===== src/rtl/ps2_tx.sv =====
`timescale 1ns / 1ps
// PS/2 host-to-device transmitter.
// Sends one byte (start, 8 data LSB first, odd parity, stop) and checks the device ACK.
// Optional watchdog on the device clock: define PS2_TX_TIMEOUT_EN.
module ps2_tx #(
  parameter int unsigned INHIBIT_CYCLES = 5000,
  parameter int unsigned FILTER_LEN     = 8,
  parameter int unsigned TIMEOUT_CYCLES = 750000
) (
  input  logic       clk,
  input  logic       rst,
  input  logic       wr_ps2,
  input  logic [7:0] din,
  input  logic       ps2c_in,
  input  logic       ps2d_in,
  output logic       ps2c_oe,
  output logic       ps2d_oe,
  output logic       tx_idle,
  output logic       tx_done_tick,
  output logic       ack_err
);

  localparam int unsigned InhW = $clog2(INHIBIT_CYCLES + 1);
  localparam logic [InhW-1:0] InhLast = InhW'(INHIBIT_CYCLES - 1);

  typedef enum logic [2:0] {
    StIdle,
    StRts,
    StStart,
    StData,
    StStop,
    StWaitRel
  } state_e;

  state_e                  state_q;
  logic [FILTER_LEN-1:0]   filt_q;
  logic                    fclk_q, fclk_d;
  logic [1:0]              dsync_q;
  logic                    ps2d_s;
  logic                    fall_edge;
  logic [8:0]              sreg_q;
  logic [InhW-1:0]         cnt_q;
  logic [3:0]              bitcnt_q;
  logic                    ack_ok_q;
  logic                    tmo_hit;

  assign ps2d_s = dsync_q[1];

  // Filtered clock only changes once the whole window agrees; otherwise it holds.
  always_comb begin
    fclk_d = fclk_q;
    if (filt_q == '1) begin
      fclk_d = 1'b1;
    end else if (filt_q == '0) begin
      fclk_d = 1'b0;
    end
    fall_edge = fclk_q & ~fclk_d;
  end

  // Clock glitch filter and data-line synchroniser.
  always_ff @(posedge clk or negedge rst) begin
    if (!rst) begin
      filt_q  <= '1;
      fclk_q  <= 1'b1;
      dsync_q <= 2'b11;
    end else begin
      filt_q  <= {ps2c_in, filt_q[FILTER_LEN-1:1]};
      fclk_q  <= fclk_d;
      dsync_q <= {dsync_q[0], ps2d_in};
    end
  end

`ifdef PS2_TX_TIMEOUT_EN
  localparam int unsigned TmoW = $clog2(TIMEOUT_CYCLES + 1);

  logic [TmoW-1:0] tmo_q;
  logic            tmo_active;

  assign tmo_active = (state_q == StStart) || (state_q == StData) ||
                      (state_q == StStop)  || (state_q == StWaitRel);
  assign tmo_hit    = tmo_active && (tmo_q == TmoW'(TIMEOUT_CYCLES - 1));

  // Watchdog: restarts on every device clock edge while a frame is on the wire.
  always_ff @(posedge clk or negedge rst) begin
    if (!rst) begin
      tmo_q <= '0;
    end else if (!tmo_active || fall_edge) begin
      tmo_q <= '0;
    end else if (!tmo_hit) begin
      tmo_q <= tmo_q + 1'b1;
    end
  end
`else
  logic unused_timeout_cfg;

  assign tmo_hit            = 1'b0;
  assign unused_timeout_cfg = ^TIMEOUT_CYCLES;
`endif

  // Transmit FSM with registered line drivers and status pulses.
  always_ff @(posedge clk or negedge rst) begin
    if (!rst) begin
      state_q      <= StIdle;
      sreg_q       <= '0;
      cnt_q        <= '0;
      bitcnt_q     <= '0;
      ack_ok_q     <= 1'b0;
      ps2c_oe      <= 1'b0;
      ps2d_oe      <= 1'b0;
      tx_idle      <= 1'b1;
      tx_done_tick <= 1'b0;
      ack_err      <= 1'b0;
    end else begin
      tx_done_tick <= 1'b0;
      ack_err      <= 1'b0;
      case (state_q)
        StIdle: begin
          ps2c_oe <= 1'b0;
          ps2d_oe <= 1'b0;
          tx_idle <= 1'b1;
          if (wr_ps2) begin
            sreg_q  <= {~^din, din};
            cnt_q   <= '0;
            ps2c_oe <= 1'b1;
            tx_idle <= 1'b0;
            state_q <= StRts;
          end
        end
        StRts: begin
          if (cnt_q == InhLast) begin
            ps2c_oe <= 1'b0;
            ps2d_oe <= 1'b1;
            state_q <= StStart;
          end else begin
            cnt_q <= cnt_q + 1'b1;
          end
        end
        StStart: begin
          if (fall_edge) begin
            ps2d_oe  <= ~sreg_q[0];
            bitcnt_q <= 4'd8;
            state_q  <= StData;
          end
        end
        StData: begin
          if (fall_edge) begin
            if (bitcnt_q == 4'd0) begin
              // Parity has been sampled; releasing the line forms the stop bit.
              ps2d_oe <= 1'b0;
              state_q <= StStop;
            end else begin
              sreg_q   <= {1'b0, sreg_q[8:1]};
              ps2d_oe  <= ~sreg_q[1];
              bitcnt_q <= bitcnt_q - 1'b1;
            end
          end
        end
        StStop: begin
          ps2d_oe <= 1'b0;
          if (fall_edge) begin
            ack_ok_q <= ~ps2d_s;
            ack_err  <= ps2d_s;
            state_q  <= StWaitRel;
          end
        end
        StWaitRel: begin
          if (fclk_q && ps2d_s) begin
            tx_done_tick <= ack_ok_q;
            tx_idle      <= 1'b1;
            state_q      <= StIdle;
          end
        end
        default: begin
          ps2c_oe <= 1'b0;
          ps2d_oe <= 1'b0;
          tx_idle <= 1'b1;
          state_q <= StIdle;
        end
      endcase
      if (tmo_hit) begin
        ps2c_oe      <= 1'b0;
        ps2d_oe      <= 1'b0;
        tx_idle      <= 1'b1;
        tx_done_tick <= 1'b0;
        ack_err      <= 1'b1;
        state_q      <= StIdle;
      end
    end
  end

endmodule


===== config.mk =====
export PLATFORM = sky130hd
export DESIGN_NAME = ps2_tx
export DESIGN_NICKNAME = d
export VERILOG_FILES = /design/src/rtl/ps2_tx.sv
export SDC_FILE = /design/constraint.sdc
export NUM_CORES = 1
export LEC_CHECK = 0
export CORE_MARGIN = 2
export CORE_UTILIZATION = 30
export CTS_BUF_LIST = sky130_fd_sc_hd__clkbuf_8
export DETAILED_ROUTE_END_ITERATION = 10
export GPL_TIMING_DRIVEN = 0
export SLEW_MARGIN = 20
export SYNTH_ARGS = -nofsm -noshare
export SYNTH_HDL_FRONTEND = slang
export SYNTH_SLANG_ARGS = --single-unit

===== constraint.sdc =====
create_clock -name clk -period 3.3 [get_ports clk]
set_clock_uncertainty 0.15 [all_clocks]
set_input_delay 0.33 -clock clk [delete_from_list [all_inputs] [get_ports clk]]
set_output_delay 0.33 -clock clk [all_outputs]
set_load 0.005 [all_outputs]

==> results.md, run 1 <==
- Run status: finished clean
- FP Rows: 31
- Cell family with most CP delay: simple AND/OR/NAND/NOR gates
- IO buf count: 17
- Power Total: 0.001813 W
- Slew @ Worst Pin: 1.058 ns
- Length of the first detailed-routing pass in iterations: 4
- Tmin final: 2.421 ns
- DRT iter0 DRCs: 80
- Unrepaired setup endpoints after global routing: false
- CP Class: reg2reg
- Post-CTS Setup Repair Bufs: 0
- Maximum vdd drop: 0.3836 mV
- Vert. Die Dim: 91.01 um
- CP Max Fanout: 9
- First-pass GRT wire length: 8.480 mm
- Drt drc: 0
- Startpoint Class: flip-flop
- DR WL/cell: 14.22 um
- Clk Latency, worst-skew pair: 0.29 ns
- DP Wirelength: 3.403 mm
- Number of global-route vias before repair: 1726
- Post-synth EDFFs: 0
- CP endpoint kind: flip-flop
- Post_cts resized: 0
- Max-Cap Viols: 0
- Area Growth Syn to Fin: 19.50%
- Syn Inst Count: 211
- DIE AREA: 0.008282 mm2
- Seq cells post-synth: 46
- Synth Warn #: 0
- Final setup violation count: 0
- Register area: 0.001166 mm2
- Met1 wire length: 2.451 mm
- Met2 wire len: 2.126 mm
- Top sig layer: met4
- DRT Wirelength: 4.792 mm
- Fillers: 752
- GR Util All Layers: 0.1239
- Core area: 0.007292 mm2
- Diodes inserted: 0
- Vias per std cell: 5.267
- Post-Syn Area per Cell: 10.76 um2
- Crit path DAT: 2.46 ns
- Ys flop type: dfrtp_1
- Critical Path Max Stage Delay: 0.54 ns
- Post-synth net total: 228
- Via count: 1775
- CTS Sinks: 46
- Slew Limit Fails: 0
- Nets: 254
- Seq/Total Area, Yosys: 0.5135
- Setup TNS: 0 ns
- Cell Count, Final, Fillers Out: 337
- Final worst slack: 0.8792 ns
- Placed insts: 328
- RePlAce Congestion: 0.8188
- I/O pin cnt: 18
- Initial antenna violation count: 0
- CTS H-tree depth: 2
- Async set-reset flop share out of synthesis: 1.000
- Synth unique cells: 52
- Critical path's slowest cell: nor4_1
- GRT overflow: 0
- WL met3: 174 um
- Root Driver: clkbuf_8
- Clock Pin Slew Worst Setup and Hold Paths: 0.09 ns
- Reg2reg setup slack: 0.88 ns
- Starting Density: 0.3114
- PwrDens: 668.1 mW/mm2
- WP buf/inv: 0
- Relative slew slack: 0.2930
- Final worst-path cycle share: 0.7336
- ANT nets after route: 0
- Finished Core Util: 0.3722
- Critical Path RT: 3.34 ns
- Multi-input gate area: 0.001025 mm2
- Crit-path cells: nor4_1, nand3_1, a221oi_1, mux2_2
- Post-Place Worst Slack: 0.8302 ns
- Share of layout cells above drive strength 1: 0.1345
- TritonCTS buffer count: 5
- Largest net degree at the start of global routing: 25
- Synthesized cell area: 0.002271 mm2
- Clock Path Buffers: 2
- Hold Violations, Final: 0
- HP Class: reg2reg
- Maximum clock frequency: 413.1 MHz
- Pleak: 1.082 nW
- CTS tree: done
- Die width: 91.01 um
[area by class of cell]
class,count,share of cell area
Clock inverter,2,0.01245
Sequential cell,46,0.4297
Timing Repair Buffer,19,0.07469
Clock buffer,6,0.03043
Buffer,10,0.02121
Inverter,6,0.008299
Multi-Input combinational cell,149,0.3776
Tap cell,99,0.04564
[registers in the layout, indices dropped and copies added, names as in the netlist]
| register | count |
|---|---|
| cnt_q | 13 |
| sreg_q | 9 |
| filt_q | 8 |
| bitcnt_q | 4 |
| state_q | 3 |
| dsync_q | 2 |
| ack_err | 1 |
| ack_ok_q | 1 |
| fclk_q | 1 |
| ps2c_oe | 1 |
| ps2d_oe | 1 |
| tx_done_tick | 1 |
| tx_idle | 1 |
[cell usage after synthesis (all sizes together), types with 4 or more instances]
| cell type | number | area, um2 |
|---|---|---|
| clkbuf | 6 | 22.52 |
| dfstp | 12 | 315.3 |
| nor2 | 7 | 26.28 |
| nand4 | 7 | 43.79 |
| nand2 | 15 | 56.30 |
| nor4 | 5 | 31.28 |
| inv | 6 | 22.52 |
| a21oi | 5 | 25.02 |
| nand3 | 9 | 45.04 |
| o22ai | 10 | 62.56 |
| dfrtp | 34 | 850.8 |
| a2bb2oi | 9 | 78.83 |
| xnor2 | 7 | 61.31 |
| o21ai | 12 | 63.81 |
| buf | 4 | 35.03 |
| ha | 4 | 50.05 |
| o31ai | 5 | 37.54 |
[worst reg2reg max path: cells and delay by family, from the launching register on]
family	cells	cell delay, ns
flops	1	0.38
simple gates	2	0.99
compound gates	1	0.43
mux	1	0.37
[metrics by stage]
step / hold slack [ns] / area [um2]
4_1_cts: 0.2099 / 2714
2_1_floorplan: -0.1156 / 2271
5_1_grt: 0.2137 / 2714
3_5_place_dp: 0.1968 / 2587
6_report: 0.2086 / 2714
3_3_place_gp: 0.1965 / 2565
[final timing paths]
| check | depth (start not counted) | startpoint | endpoint |
|---|---|---|---|
| max in group asynchronous | 3 | rst | tx_idle |
| worst min register to register | 0 | dsync_q[0] | dsync_q[1] |
| worst max-delay path | 4 | filt_q[5] | ps2d_oe |
| worst min-delay path | 0 | dsync_q[0] | dsync_q[1] |
| worst max register to register | 4 | filt_q[5] | ps2d_oe |
| min in group asynchronous | 2 | rst | cnt_q[8] |
[cells by family (layout without fill, tap and decap cells)]
logic type | count (synthesis) | in the layout | synth area share
adder cells (fa/ha/maj) | 4 | 4 | 0.02204
AND/OR/NAND/NOR | 73 | 73 | 0.1923
XOR/XNOR | 10 | 10 | 0.03857
multiplexers | 4 | 4 | 0.01873
buffers and inverters | 16 | 43 | 0.03526
AO/OA/AOI/OAI | 58 | 58 | 0.1796
flip-flops | 46 | 46 | 0.5135
[power by group]
group	internal, W	leakage [nW]	switching [W]
registers	0.000705	0.565	0.000111
clock network	0.000244	0.0626	0.000178
logic	0.000269	0.454	0.000306
[cells in the final DEF, fill, tap and decap left out, types with 7 or more instances in the layout]
| cell type | synthesis | layout |
|---|---|---|
| dfrtp_1 | 34 | 34 |
| clkdlybuf4s50_1 | 0 | 16 |
| nand2_1 | 15 | 15 |
| dfstp_2 | 12 | 12 |
| o21ai_0 | 11 | 11 |
| o22ai_1 | 10 | 10 |
| nand3_1 | 9 | 9 |
| a2bb2oi_1 | 9 | 9 |
| inv_1 | 6 | 7 |
| nand4_1 | 7 | 7 |
| xnor2_1 | 7 | 7 |
| nor2_1 | 7 | 7 |
[timing repair]
action | 4_1_cts | 5_1_grt
hold endpoints to repair | 20 | 0
setup endpoints to repair | 0 | 0
hold buffers | 1 | 0
[routing by layer]
metal	vias up	track usage
met1	884	0.1808
met2	25	0.1864
li1	862	-
met3	4	0.02739
met5	-	0
met4	0	0.03030
Note: power is estimated with default switching activity, not from simulation.
==> run 2, diff against run 1 <==
==> constraint.sdc (replaced) <==
create_clock -name clk -period 2.5 [get_ports clk]
set_clock_uncertainty 0.15 [all_clocks]
set_input_delay 0.25 -clock clk [delete_from_list [all_inputs] [get_ports clk]]
set_output_delay 0.25 -clock clk [all_outputs]
set_load 0.005 [all_outputs]
==> run 2 against run 1 <==
  * Sequential power rose by 32%
  * Critical path depth rose by 1
  * Sequential share of layout area fell by 0.28 points
  * Critical endpoint is now sreg_q[8]
  * Largest cell class unchanged
  * Largest power group unchanged
==> results.md, run 2 (same netlist as run 1, synthesis figures left out) <==
- Run status: finished clean
- Share of layout cells above drive strength 1: 0.1471 (+0.01261)
- Placed insts: 328 (unchanged)
- Clock power share: 0.233 (about the same)
- Largest regs: cnt_q (13), sreg_q (9), filt_q (8)
- Unrepaired setup endpoints after global routing: false
- Area Growth Syn to Fin: 20.28%
- Met1 Use GR: 0.1808 (unchanged)
- Final worst slack: 0.3293 ns (-0.5499 ns)
- Initial antenna violation count: 0 (unchanged)
- Drt drc: 0 (unchanged)
- CTS tree: done
- RePlAce Congestion: 0.8188 (unchanged)
- Hold slack final: 0.2015 ns (-0.007151 ns)
- Crit-path cells: buf_6, or4b_1, o21ai_2, a21boi_2, o22ai_1
- Worst Reg2Reg Path Length in Cells: 5 (+1)
- Switching pwr: 0.0007878 W (+32%)
- Relative slew slack: 0.2938 (+0.0007370)
- Top reg by flops: cnt_q
- DRT iter0 DRCs: 65 (-19%)
- Grt met2 use: 0.1864 (unchanged)
- Vert. Die Dim: 91.01 um (unchanged)
- Pint: 0.001608 W (+32%)
- Maximum clock frequency: 460.7 MHz (+12%)
- IO buf count: 17 (unchanged)
- PwrDens: 877.2 mW/mm2 (+31%)
- Sw Ratio: 0.3288 (+0.0004618)
- Critical path's slowest cell: or4b_1
- CP Class: reg2reg
- Starting Density: 0.3114 (unchanged)
- I/O pin cnt: 18 (unchanged)
- FP Rows: 31 (unchanged)
- Sequential group share of total power: 0.450 (about the same)
- Power Total: 0.002396 W (+32%)
- DP Wirelength: 3.403 mm (unchanged)
- Diodes inserted: 0 (unchanged)
- Final worst-path cycle share: 0.8683 (+0.1347)
- Pleak: 1.083 nW (about the same)
- TritonCTS buffer count: 5 (unchanged)
- Clock Pin Slew Worst Setup and Hold Paths: 0.09 ns (about the same)
- DIE AREA: 0.008282 mm2 (unchanged)
- Final setup violation count: 0 (unchanged)
- Hold Violations, Final: 0 (unchanged)
- Root Driver: clkbuf_8
- Clk Latency, worst-skew pair: 0.29 ns (about the same)
- CTS H-tree depth: 2 (unchanged)
- Most common cell after layout, fill and taps aside: dfrtp_1
- GRT overflow: 0 (unchanged)
- Finished Core Util: 0.3746 (+0.002402)
- Core area: 0.007292 mm2 (unchanged)
- Critical Path Max Stage Delay: 0.56 ns (+0.02 ns)
- GR Util All Layers: 0.1239 (unchanged)
- CP Max Fanout: 10 (+1)
- Via count: 1781 (+0.34%)
- Slew @ Worst Pin: 1.057 ns (-0.001103 ns)
- Clock Path Buffers: 2 (unchanged)
- Top Usage Layer GRT: met2
- GR Layer Usage met3: 0.02739 (unchanged)
- Maximum vdd drop: 0.5064 mV (+32%)
- Largest register FFs: 13 (unchanged)
- ANT nets after route: 0 (unchanged)
- Critical Path RT: 2.51 ns (-0.83 ns)
- Cell Count, Final, Fillers Out: 337 (unchanged)
- DRT Wirelength: 4.817 mm (+0.52%)
- Number of global-route vias before repair: 1726 (unchanged)
- Most frequent cells in the layout: dfrtp_1, clkdlybuf4s50_1, nand2_1
- CTS Sinks: 46 (unchanged)
- Combinational share of power: 0.317 (about the same)
- WP buf/inv: 1 (+1)
- Largest net degree at the start of global routing: 25 (unchanged)
- Length of the first detailed-routing pass in iterations: 4 (unchanged)
- Vias per std cell: 5.285 (+0.34%)
- Post-CTS Setup Repair Bufs: 0 (unchanged)
- HP Class: in2reg
- Die width: 91.01 um (unchanged)
- Startpoint Class: flip-flop
- DR WL/cell: 14.29 um (+0.52%)
- First-pass GRT wire length: 8.480 mm (unchanged)
- Tmin final: 2.171 ns (-0.2501 ns)
- CP endpoint kind: flip-flop
- Cell family with most CP delay: compound AO/OA/AOI/OAI gates
- Max-Cap Viols: 0 (unchanged)
- Nets: 254 (unchanged)
- Hold Path Depth: 1 (+1)
- Slew Limit Fails: 0 (unchanged)
- Post-Place Worst Slack: 0.05803 ns (-0.7722 ns)
- Crit path DAT: 2.18 ns (-0.28 ns)
- WP depth: 5 (+1)
run 2: worst reg2reg max path: stages, from the launching register on:
cell and delay [ns]:
dfrtp_1 0.40, buf_6 0.15, or4b_1 0.56, o21ai_2 0.19, a21boi_2 0.45, o22ai_1 0.15
run 2: area by class of cell:
class	count	area [um2]
clock inverter	2	33.78
fill	752	4561
tap	99	123.9
buffer	10	57.56
inverter	6	22.52
timing repair buffer	19	202.7
multi-input combinational	149	1042
sequential	46	1166
clock buffer	6	82.58
run 2: final timing paths:
path / startpoint / endpoint / slack [ns]
min in group asynchronous: rst / cnt_q[8] / 0.32
setup reg to reg: state_q[2] / sreg_q[8] / 0.33
setup / recovery: state_q[2] / sreg_q[8] / 0.33
hold reg to reg: dsync_q[0] / dsync_q[1] / 0.21
hold / removal: ps2d_in / dsync_q[0] / 0.20
max in group asynchronous: rst / tx_idle / 1.28
run 2: what timing repair did:
| action | in CTS | in global routing |
|---|---|---|
| endpoints found under the hold margin | 20 | 0 |
| hold buffers | 1 | 0 |
| gates resized for setup | 0 | 3 |
| setup endpoints to repair | 0 | 10 |
run 2: metal layers:
layer / vias to the layer above / wire [um]
met4: 0 / 40
li1: 862 / -
met2: 25 / 2130
met3: 4 / 174
met5: - / 0
met1: 890 / 2472
run 2: stage by stage:
stage	area, um2	setup TNS [ns]
finish	2731	0
detailed placement	2587	0
CTS	2714	0
global placement	2565	-7.301
floorplan	2271	0
global route	2731	0
run 2: power groups by stage:
stage / clock, W / sequential (W) / combinational [W]
floorplan: 0 / 0.00105 / 0.000549
global placement: 0 / 0.00108 / 0.000743
detailed placement: 0 / 0.00109 / 0.000760
CTS: 0.000582 / 0.00108 / 0.000763
global route: 0.000618 / 0.00111 / 0.000862
finish: 0.000558 / 0.00108 / 0.000760
